## src/rtl/pipe_addsub_pkg.sv

```systemverilog
// Shared constants and elaboration helpers for the pipelined adder/subtractor.
// Stage count and slice-width legality are computed here so every user agrees on them.
package pipe_addsub_pkg;

    localparam int DEFAULT_WIDTH   = 16;
    localparam int DEFAULT_SLICE_W = 4;

    function automatic int calc_stages(input int width, input int slice_w);
        return width / slice_w;
    endfunction

    // Width must split into a whole, non-zero number of slices.
    function automatic bit slices_ok(input int width, input int slice_w);
        return (slice_w > 0) && (width >= slice_w) && ((width % slice_w) == 0);
    endfunction

endpackage

```

## src/rtl/addsub_slice.sv

```systemverilog
// Combinational SLICE_W-bit ripple slice: sum, carry-out and carry into the slice MSB.
module addsub_slice #(
    parameter int SLICE_W = 4
) (
    input  logic [SLICE_W-1:0] a,
    input  logic [SLICE_W-1:0] b,
    input  logic               cin,
    output logic [SLICE_W-1:0] s,
    output logic               cout,
    output logic               c_msb
);

    logic [SLICE_W:0] total;

    assign total = {1'b0, a} + {1'b0, b} + {{SLICE_W{1'b0}}, cin};
    assign s     = total[SLICE_W-1:0];
    assign cout  = total[SLICE_W];
    // The carry into the MSB is recoverable from the MSB sum bit, which also works for 1-bit slices.
    assign c_msb = s[SLICE_W-1] ^ a[SLICE_W-1] ^ b[SLICE_W-1];

endmodule

```

## src/rtl/pipe_addsub.sv

```systemverilog
// Pipelined adder/subtractor: one SLICE_W-bit slice of the carry chain per stage,
// whole pipe advances together under a single valid/ready handshake.
module pipe_addsub
    import pipe_addsub_pkg::*;
#(
    parameter int WIDTH   = DEFAULT_WIDTH,
    parameter int SLICE_W = DEFAULT_SLICE_W
) (
    input  logic             clk,
    input  logic             rst,
    input  logic             in_valid,
    output logic             in_ready,
    input  logic [WIDTH-1:0] a,
    input  logic [WIDTH-1:0] b,
    input  logic             c_in,
    input  logic             sub,
    output logic             out_valid,
    input  logic             out_ready,
    output logic [WIDTH-1:0] sum,
    output logic             c_out,
    output logic             ovf
);

    localparam int STAGES = calc_stages(WIDTH, SLICE_W);

    if (!slices_ok(WIDTH, SLICE_W)) begin : g_bad_width
        $error("pipe_addsub: WIDTH must be a non-zero multiple of SLICE_W");
    end

    logic              adv;
    logic [STAGES-1:0] vld_r;
    logic [STAGES-1:0] cy_r;
    logic [STAGES-1:0] sb_r;
    logic              ovf_r;
    logic [WIDTH-1:0]  sum_r [STAGES];
    logic [WIDTH-1:0]  a_r   [STAGES];
    logic [WIDTH-1:0]  b_r   [STAGES];

    logic [STAGES-1:0]  st_v;
    logic [STAGES-1:0]  st_c;
    logic [STAGES-1:0]  st_sb;
    logic [STAGES-1:0]  sl_co;
    logic [STAGES-1:0]  sl_cm;
    logic [WIDTH-1:0]   st_a   [STAGES];
    logic [WIDTH-1:0]   st_b   [STAGES];
    logic [WIDTH-1:0]   st_sum [STAGES];
    logic [WIDTH-1:0]   nx_sum [STAGES];
    logic [SLICE_W-1:0] sl_s   [STAGES];

    assign adv      = !out_valid || out_ready;
    assign in_ready = adv;

    // Operands are stored pre-shifted so the next slice to consume always sits in the low bits;
    // B is stored already inverted for subtract.
    for (genvar k = 0; k < STAGES; k++) begin : g_stage
        if (k == 0) begin : g_first
            assign st_v[k]   = in_valid;
            assign st_a[k]   = a;
            assign st_b[k]   = sub ? ~b : b;
            assign st_c[k]   = c_in ^ sub;
            assign st_sb[k]  = sub;
            assign st_sum[k] = '0;
        end else begin : g_next
            assign st_v[k]   = vld_r[k-1];
            assign st_a[k]   = a_r[k-1];
            assign st_b[k]   = b_r[k-1];
            assign st_c[k]   = cy_r[k-1];
            assign st_sb[k]  = sb_r[k-1];
            assign st_sum[k] = sum_r[k-1];
        end

        addsub_slice #(.SLICE_W(SLICE_W)) u_slice (
            .a     (st_a[k][SLICE_W-1:0]),
            .b     (st_b[k][SLICE_W-1:0]),
            .cin   (st_c[k]),
            .s     (sl_s[k]),
            .cout  (sl_co[k]),
            .c_msb (sl_cm[k])
        );

        assign nx_sum[k] = st_sum[k] | (WIDTH'(sl_s[k]) << (k * SLICE_W));
    end

    always_ff @(posedge clk) begin
        if (rst) begin
            vld_r <= '0;
            cy_r  <= '0;
            sb_r  <= '0;
            ovf_r <= 1'b0;
            for (int k = 0; k < STAGES; k++) begin
                sum_r[k] <= '0;
                a_r[k]   <= '0;
                b_r[k]   <= '0;
            end
        end else if (adv) begin
            vld_r <= st_v;
            cy_r  <= sl_co;
            sb_r  <= st_sb;
            ovf_r <= sl_cm[STAGES-1] ^ sl_co[STAGES-1];
            for (int k = 0; k < STAGES; k++) begin
                sum_r[k] <= nx_sum[k];
                a_r[k]   <= st_a[k] >> SLICE_W;
                b_r[k]   <= st_b[k] >> SLICE_W;
            end
        end
    end

    assign out_valid = vld_r[STAGES-1];
    assign sum       = sum_r[STAGES-1];
    assign c_out     = cy_r[STAGES-1] ^ sb_r[STAGES-1];
    assign ovf       = ovf_r;

    // Leftover operand bits of the last stage and the inner slices' MSB carries have no consumer.
    logic unused_bits;
    assign unused_bits = ^{a_r[STAGES-1], b_r[STAGES-1], sl_cm};

endmodule
```

## config.mk

```make
export PLATFORM = sky130hd
export DESIGN_NAME = pipe_addsub
export DESIGN_NICKNAME = d
export VERILOG_FILES = /design/src/rtl/pipe_addsub_pkg.sv /design/src/rtl/addsub_slice.sv /design/src/rtl/pipe_addsub.sv
export SDC_FILE = /design/constraint.sdc
export NUM_CORES = 1
export LEC_CHECK = 0
export ABC_CLOCK_PERIOD_IN_PS = 4600
export CORE_ASPECT_RATIO = 0.6
export CORE_MARGIN = 1
export CORE_UTILIZATION = 55
export CTS_BUF_LIST = sky130_fd_sc_hd__clkbuf_8
export CTS_CLUSTER_DIAMETER = 40
export DETAILED_ROUTE_END_ITERATION = 8
export GPL_ROUTABILITY_DRIVEN = 0
export GPL_TIMING_DRIVEN = 1
export PLACE_DENSITY = 0.88
export SLEW_MARGIN = 20
export SYNTH_ARGS = -nofsm -noshare
export SYNTH_HDL_FRONTEND = slang
export SYNTH_SLANG_ARGS = --single-unit
```

## constraint.sdc

```tcl
create_clock -name clk -period 4.6 [get_ports clk]
set_input_delay 0.92 -clock clk [delete_from_list [all_inputs] [get_ports clk]]
set_output_delay 0.92 -clock clk [all_outputs]
set_load 0.01 [all_outputs]
```

# --- After elaboration in Yosys (flattened, before gate mapping) ---
# Memory sizes are Yosys's and may differ from the RTL's.
# Index checks and enable logic that the tools add are counted.
word_totals:
  elab_cells: 56
  out_inout_bits: 20
  romBits: 0
  reg_bits: 13
  mem_count: 3
  mem_bits_rw: 160
  in_bits: 38
  latch_bits: 0
mem_list:
  columns: ["memory", "depth", "width", "rd", "rd_clocked_by_memory_dff", "wr", "line_no", "text"]
  rows:
  - ["sum_r", 4, 16, 4, 0, 4, "pipe_addsub.sv:35", "logic [WIDTH-1:0] sum_r [STAGES];"]
  - ["a_r", 4, 12, 3, 0, 4, "pipe_addsub.sv:36", "logic [WIDTH-1:0] a_r [STAGES];"]
  - ["b_r", 4, 12, 3, 0, 4, "pipe_addsub.sv:37", "logic [WIDTH-1:0] b_r [STAGES];"]
op_classes:
  n_addsub: 8
  reduce_logical: 2
  shifts: 0
  div_mod_pow: 0
  n_lt_le_gt_ge: 0
  multipliers: 0
  eq_ne: 0
  bitwise: 21
  mux: 18
ops:
  columns: ["cell", "n"]
  rows:
  - ["two-way mux 12 bit", 8]
  - ["two-way mux 16 bit", 5]
  - ["adder 4 x 4 -> 5 bit", 4]
  - ["adder 5 x 1 -> 5 bit", 4]
  - ["NOT 16 bit", 1]
  - ["OR 16 x 12 -> 16 bit", 1]
  - ["OR 16 bit", 1]
  - ["OR 16 x 8 -> 16 bit", 1]
  - ["OR 1 bit", 12]
  - ["two-way mux 1 bit", 5]
  - ["bitwise XOR 1 bit", 5]
  - ["zero test 1 bit", 1]
  - ["logical OR 1 bit", 1]

# --- Logic depth before layout (Yosys ltp) ---
# Gate-level depths: netlist (run 1).
depth:
  depth_word: 6
  ltp_mapped: 9
  ltp_nobuf: 8

# --- Modules after synthesis ---
# From an unflattened synthesis (run 1), not the netlist that was laid out.
unflattened:
  cells_unflattened: 340
  hier_area_um2: 4683.2
by_module_without_submodules:
  columns: ["mod", "cells_each", "seq_area_each_um2", "n_inst", "area_each_um2"]
  rows:
  - ["pipe_addsub", 264, 2902.8, 1, 3972.6]
  - ["addsub_slice", 19, 0.0, 4, 177.7]

# --- Least setup slack after synthesis (run 1) ---
# No wires, ideal clock.
synth_path:
  kind: "input -> register"
  startpoint: "in out_ready"
  endpoint: "mem a_r[0][0] (netlist bit) (enable)"
  path_slack_ps: 823
  t_required_ps: 3739
  arrival_ps: 2916
  setup_time_ps: 861
  n_path_buf: 1
  path_stages: 3
  cell_sequence: "nor2b_2 > clkbuf_1 > nand2b_1"
synth_rtl:
  columns: ["element", "line_no", "text"]
  rows:
  - ["start, declared", "pipe_addsub.sv:18", "input logic out_ready,"]
  - ["end, declared", "pipe_addsub.sv:36", null]

# --- Final worst setup path (run 1) ---
layout_path:
  startpoint: "in out_ready"
  endpoint: "out in_ready"
layout_via:
  elab_chain_cells: 1
layout_rtl:
  columns: ["element", "line_no", "text"]
  rows:
  - ["logical OR 1 bit", "pipe_addsub.sv:50", "assign adv = !out_valid || out_ready;"]
  - ["end, declared", "pipe_addsub.sv:12", "output logic in_ready,"]
# No other way between the ends.

==> results of run 1 <==
-- power by group --
part | switching, mW | internal, mW
clock | 0.287 | 0.303
combinational | 0.0880 | 0.106
sequential | 0.0204 | 1.06
-- stage by stage --
stage                      util  instances  hold WS, ns  setup WS [ns]  instance area, µm²
after CTS                 0.701        484        0.467           1.07                5240
after global routing      0.707        486        0.477          0.996                5290
after floorplan               -        320        0.432          0.823                4360
final                     0.707        486        0.468           1.06                5290
after detailed placement  0.673        469        0.454           1.07                5030
after global placement    0.673        469        0.438           1.12                5030
-- flip-flops by register name, summed over array words and instances (netlist names) --
| name | cells |
|---|---|
| sum_r | 40 |
| a_r | 24 |
| cy_r | 4 |
| b_r | 24 |
| vld_r | 4 |
| ovf | 1 |
| sb_r | 4 |
-- area by class of cell --
| cell class | count | area, µm² |
|---|---|---|
| Clock buffer | 9 | 124 |
| Clock inverter | 6 | 86.3 |
| Sequential cell | 101 | 2900 |
| Multi-Input combinational cell | 195 | 1380 |
| Timing Repair Buffer | 61 | 633 |
| Fill cell | 489 | 2190 |
| Inverter | 10 | 37.5 |
| Tap cell | 104 | 130 |
-- metal layers --
layer	routed length, µm	vias to the layer above	GRT usage
met3	346	17	0.0634
met1	3060	1162	0.222
met5	0	-	0
met2	3610	70	0.327
met4	162	0	0.0788
li1	-	1190	-
-- worst paths after layout --
| path | startpoint | end | slack [ns] | depth (start not counted) |
|---|---|---|---|---|
| setup reg to reg | b_r[0][24] | ovf | 2.45 | 8 |
| setup / recovery | out_ready | in_ready | 1.06 | 5 |
| hold / removal | sb_r[0] | sb_r[0] | 0.47 | 2 |
| hold reg to reg | sb_r[0] | sb_r[0] | 0.47 | 2 |
-- Yosys cell counts (all sizes together) --
| cell | n |
|---|---|
| edfxtp | 88 |
| and2 | 65 |
| nor2 | 34 |
| xnor2 | 15 |
| nand2 | 14 |
| dfxtp | 13 |
| a21oi | 12 |
| ha | 12 |
| xor2 | 12 |
| inv | 10 |
| clkbuf | 9 |
| fa | 8 |
| a21o | 5 |
| buf | 5 |
| nor2b | 5 |
| a211oi | 4 |
| nor3 | 4 |
| nand2b | 3 |
| o21ai | 2 |
-- logic make-up (layout without fill, tap and decap cells) --
| family | count (synthesis) | after routing | share of synthesized area |
|---|---|---|---|
| AND/OR/NAND/NOR | 125 | 125 | 0.151 |
| flip-flops | 101 | 101 | 0.666 |
| XOR/XNOR | 27 | 27 | 0.0560 |
| buffers and inverters | 24 | 86 | 0.0224 |
| AO/OA/AOI/OAI | 23 | 23 | 0.0336 |
| adder cells (fa/ha/maj) | 20 | 20 | 0.0712 |
-- critical path, cell delays in order --
cell and delay [ns]:
clkdlybuf4s50_1 0.47, nor2b_2 0.04, buf_4 0.19, inv_1 0.37
clkdlybuf4s50_1 0.63
==> results.json, run 1 <==
{
  "cts_sinks": 101,
  "end_kind": "primary output",
  "antenna_found_initial": 0,
  "grt_max_degree": 89,
  "drive_gt1_frac": 0.0654,
  "crit_path_max_fanout": 15,
  "final_cell_mix": "88 x edfxtp_1, 65 x and2_1, 57 x clkdlybuf4s50_1, 33 x nor2_1, 15 x xnor2_1",
  "ant_nets": 0,
  "rows": 24,
  "min_period_ns": 3.54,
  "cts_buffers": 9,
  "grt_pass1_wl_mm": 11.3,
  "finalHoldViolCount": 0,
  "grt_pass1_vias": 2424,
  "port_buffers": 57,
  "clockBufferDepth": 2,
  "drtPass1Iterations": 4,
  "synth-seq-area-share": 0.666,
  "ys_ff_latch": 101,
  "max_cap_violations": 0,
  "dp_hpwl_mm": 4.74,
  "peakVddDrop_v": 0.000150,
  "syn_inst": 320,
  "syn2layout_area_growth_pct": 21.3,
  "synth_area_leader_cell": "edfxtp_1",
  "power_density_nw_per_um2": 353,
  "worst_setup_path_start_kind": "input port",
  "worst-endpoint-required_ns": 3.68,
  "fin_setup_tns_ns": 0,
  "worstPathArrival_ns": 2.62,
  "cts_tree": "yes",
  "drtIter0Drc": 126,
  "grt_setup_unrepaired": "no",
  "routedWlPerCell_um": 14.8,
  "gr-total-overflow": 0,
  "setup_violations": 0,
  "synth_area_leaders": "edfxtp_1 61%, and2_1 9.3%, dfxtp_1 6.0%",
  "max_freq_ghz": 0.282,
  "skew_ns": 0.00804,
  "drc": 0,
  "syn_area_per_cell_um2": 13.6,
  "syn_nets": 378,
  "outcome": "complete, no violations",
  "max_slew_margin": 0.373,
  "cts_hold_buf": 0,
  "clk_pin_slew_ns": 0.08,
  "fin_nets": 436,
  "die_x_um": 117,
  "synth_cell_types": 24,
  "core_um2": 7480,
  "worst_skew_pair.late_latency_ns": 0.36,
  "initial_core_util": 0.583,
  "yosys_warnings": 0,
  "worstMarginPinSlew_ns": 0.940,
  "slew_viol_final": 0,
  "critPathKind": "input port to primary output",
  "htree_levels": 3,
  "io_pins": 58,
  "hp-class": "flop to flop",
  "vias": 2439,
  "final_common_cell": "edfxtp_1",
  "die_area_um2": 8300,
  "post_cts_resized": 0,
  "drt_wl_total_mm": 7.18,
  "diodes": 0,
  "syn_area_um2": 4360,
  "fin_crit_sh": 0.770,
  "grt_usage": 0.191,
  "p_leak_nw": 2.17,
  "synth.top_cell.area_share": 0.606,
  "postCtsSetupBuffers": 0,
  "power_mw": 1.87,
  "cts_root_buf": "clkbuf_8",
  "viasPerCell": 5.02,
  "die_y_um": 71.0
}
Power figures use the tool's default switching activity.
==> run 2, diff against run 1 <==
ABC_CLOCK_PERIOD_IN_PS = 3400   (was 4600)
clock period = 3.4 ns   (was 4.6 ns; I/O delays follow)
==> results.json, run 2 (synthesis results as in run 1) <==
{
  "worstPathArrival_ns": 2.92,
  "p_leak_nw": 2.16,
  "cts_tree": "yes",
  "seq_power_share": 0.613,
  "setup_violations": 0,
  "grt_pass1_wl_mm": 11.5,
  "cts_sinks": 101,
  "multiInputGateArea_um2": 1380,
  "min_period_ns": 2.64,
  "finalHoldViolCount": 0,
  "fin_setup_tns_ns": 0,
  "fillers": 479,
  "postCtsSetupBuffers": 0,
  "antenna_found_initial": 0,
  "dp_cells": 474,
  "end_kind": "flop",
  "clockBufferDepth": 2,
  "ant_nets": 0,
  "die_x_um": 117,
  "drtPass1Iterations": 4,
  "rows": 24,
  "fin_crit_sh": 0.776,
  "core_um2": 7480,
  "htree_levels": 3,
  "drive_gt1_frac": 0.0749,
  "drc": 0,
  "combPwrFrac": 0.108,
  "regMostFlops": "sum_r",
  "seq_area_um2": 2900,
  "largest_reg_flops": 40,
  "vias": 2393,
  "io_pins": 58,
  "clkPwrFrac": 0.279,
  "grt_setup_unrepaired": "no",
  "worstHoldPathCells": 2,
  "clk_pin_slew_ns": 0.09,
  "skew_ns": 0.00714,
  "worst-endpoint-required_ns": 3.68,
  "p_int_mw": 1.84,
  "outcome": "complete, no violations",
  "worst_setup_path_start_kind": "input port",
  "routedWlPerCell_um": 14.8,
  "power.switching_mw": 0.549,
  "critPathKind": "input port to flop",
  "grt_usage": 0.195,
  "max_freq_ghz": 0.379,
  "utilization": 0.706,
  "swShare": 0.230,
  "port_buffers": 57,
  "final_common_cell": "edfxtp_1",
  "diodes": 0,
  "slew_viol_final": 0,
  "die_y_um": 71.0,
  "max_slew_margin": 0.650,
  "hp-class": "flop to flop",
  "worst_skew_pair.late_latency_ns": 0.37,
  "hold-worst-slack_ns": 0.461,
  "rr_worst_depth": 8,
  "final_cell_mix": "88 x edfxtp_1, 65 x and2_1, 57 x clkdlybuf4s50_1, 33 x nor2_1, 15 x xnor2_1",
  "post_cts_resized": 0,
  "crit_path_max_fanout": 9,
  "cts_buffers": 9,
  "syn2layout_area_growth_pct": 21.0,
  "gr-total-overflow": 0,
  "die_area_um2": 8300,
  "grt_pass1_vias": 2417,
  "grt_max_degree": 66,
  "power_density_nw_per_um2": 452,
  "max_cap_violations": 0,
  "viasPerCell": 4.87,
  "cts_root_buf": "clkbuf_8",
  "top_regs": "sum_r (40), a_r (24), b_r (24)",
  "peakVddDrop_v": 0.000332,
  "worstMarginPinSlew_ns": 0.524,
  "cts_hold_buf": 0,
  "drtIter0Drc": 111,
  "initial_core_util": 0.583,
  "fin_nets": 440,
  "drt_wl_total_mm": 7.25,
  "layout.cells.non_filler": 491,
  "dp_hpwl_mm": 4.87
}
[run 2: worst paths after layout]
check                                end  slack [ns]       start
worst max-delay path             cy_r[0]        0.76         sub
worst min-delay path            vld_r[1]        0.46    vld_r[1]
worst max register to register       ovf        1.31  a_r[0][24]
worst min register to register  vld_r[1]        0.46    vld_r[1]
[run 2: final cells by class]
cell class | instances | area share
Timing Repair Buffer | 65 | 0.126
Multi-Input combinational cell | 195 | 0.261
Tap cell | 104 | 0.0247
Sequential cell | 101 | 0.550
Inverter | 10 | 0.00711
Clock inverter | 7 | 0.00830
Clock buffer | 9 | 0.0235
[run 2: worst max-delay path: stages]
cell	delay, ns
clkdlybuf4s50_1	0.78
xor2_1	0.24
fa_1	0.22
inv_1	0.06
fa_1	0.39
nor2b_1	0.16
o21ai_0	0.12
a211oi_1	0.26
[run 2: power groups by stage]
stage / combinational [mW] / sequential, mW / clock, mW
floorplan: 0.139 / 1.49 / 0
global placement: 0.239 / 1.49 / 0
detailed placement: 0.254 / 1.49 / 0
CTS: 0.255 / 1.46 / 0.679
global route: 0.286 / 1.47 / 0.721
finish: 0.257 / 1.46 / 0.666
[run 2: metal layers]
| layer | share of wire | vias to the layer above | wire (µm) | global-route usage |
|---|---|---|---|---|
| li1 | - | 1204 | - | - |
| met1 | 0.44 | 1107 | 3150 | 0.249 |
| met2 | 0.49 | 70 | 3540 | 0.314 |
| met3 | 0.059 | 12 | 427 | 0.0746 |
| met4 | 0.017 | 0 | 123 | 0.0563 |
| met5 | 0 | - | 0 | 0 |
[run 2: per-stage QoR]
stage	area (µm²)	total power [mW]	worst slack, ns
3_5_place_dp	5080	1.75	0.368
2_1_floorplan	4360	1.63	0.773
5_1_grt	5280	2.48	0.616
3_3_place_gp	5080	1.73	0.550
6_report	5280	2.39	0.760
4_1_cts	5250	2.40	0.745
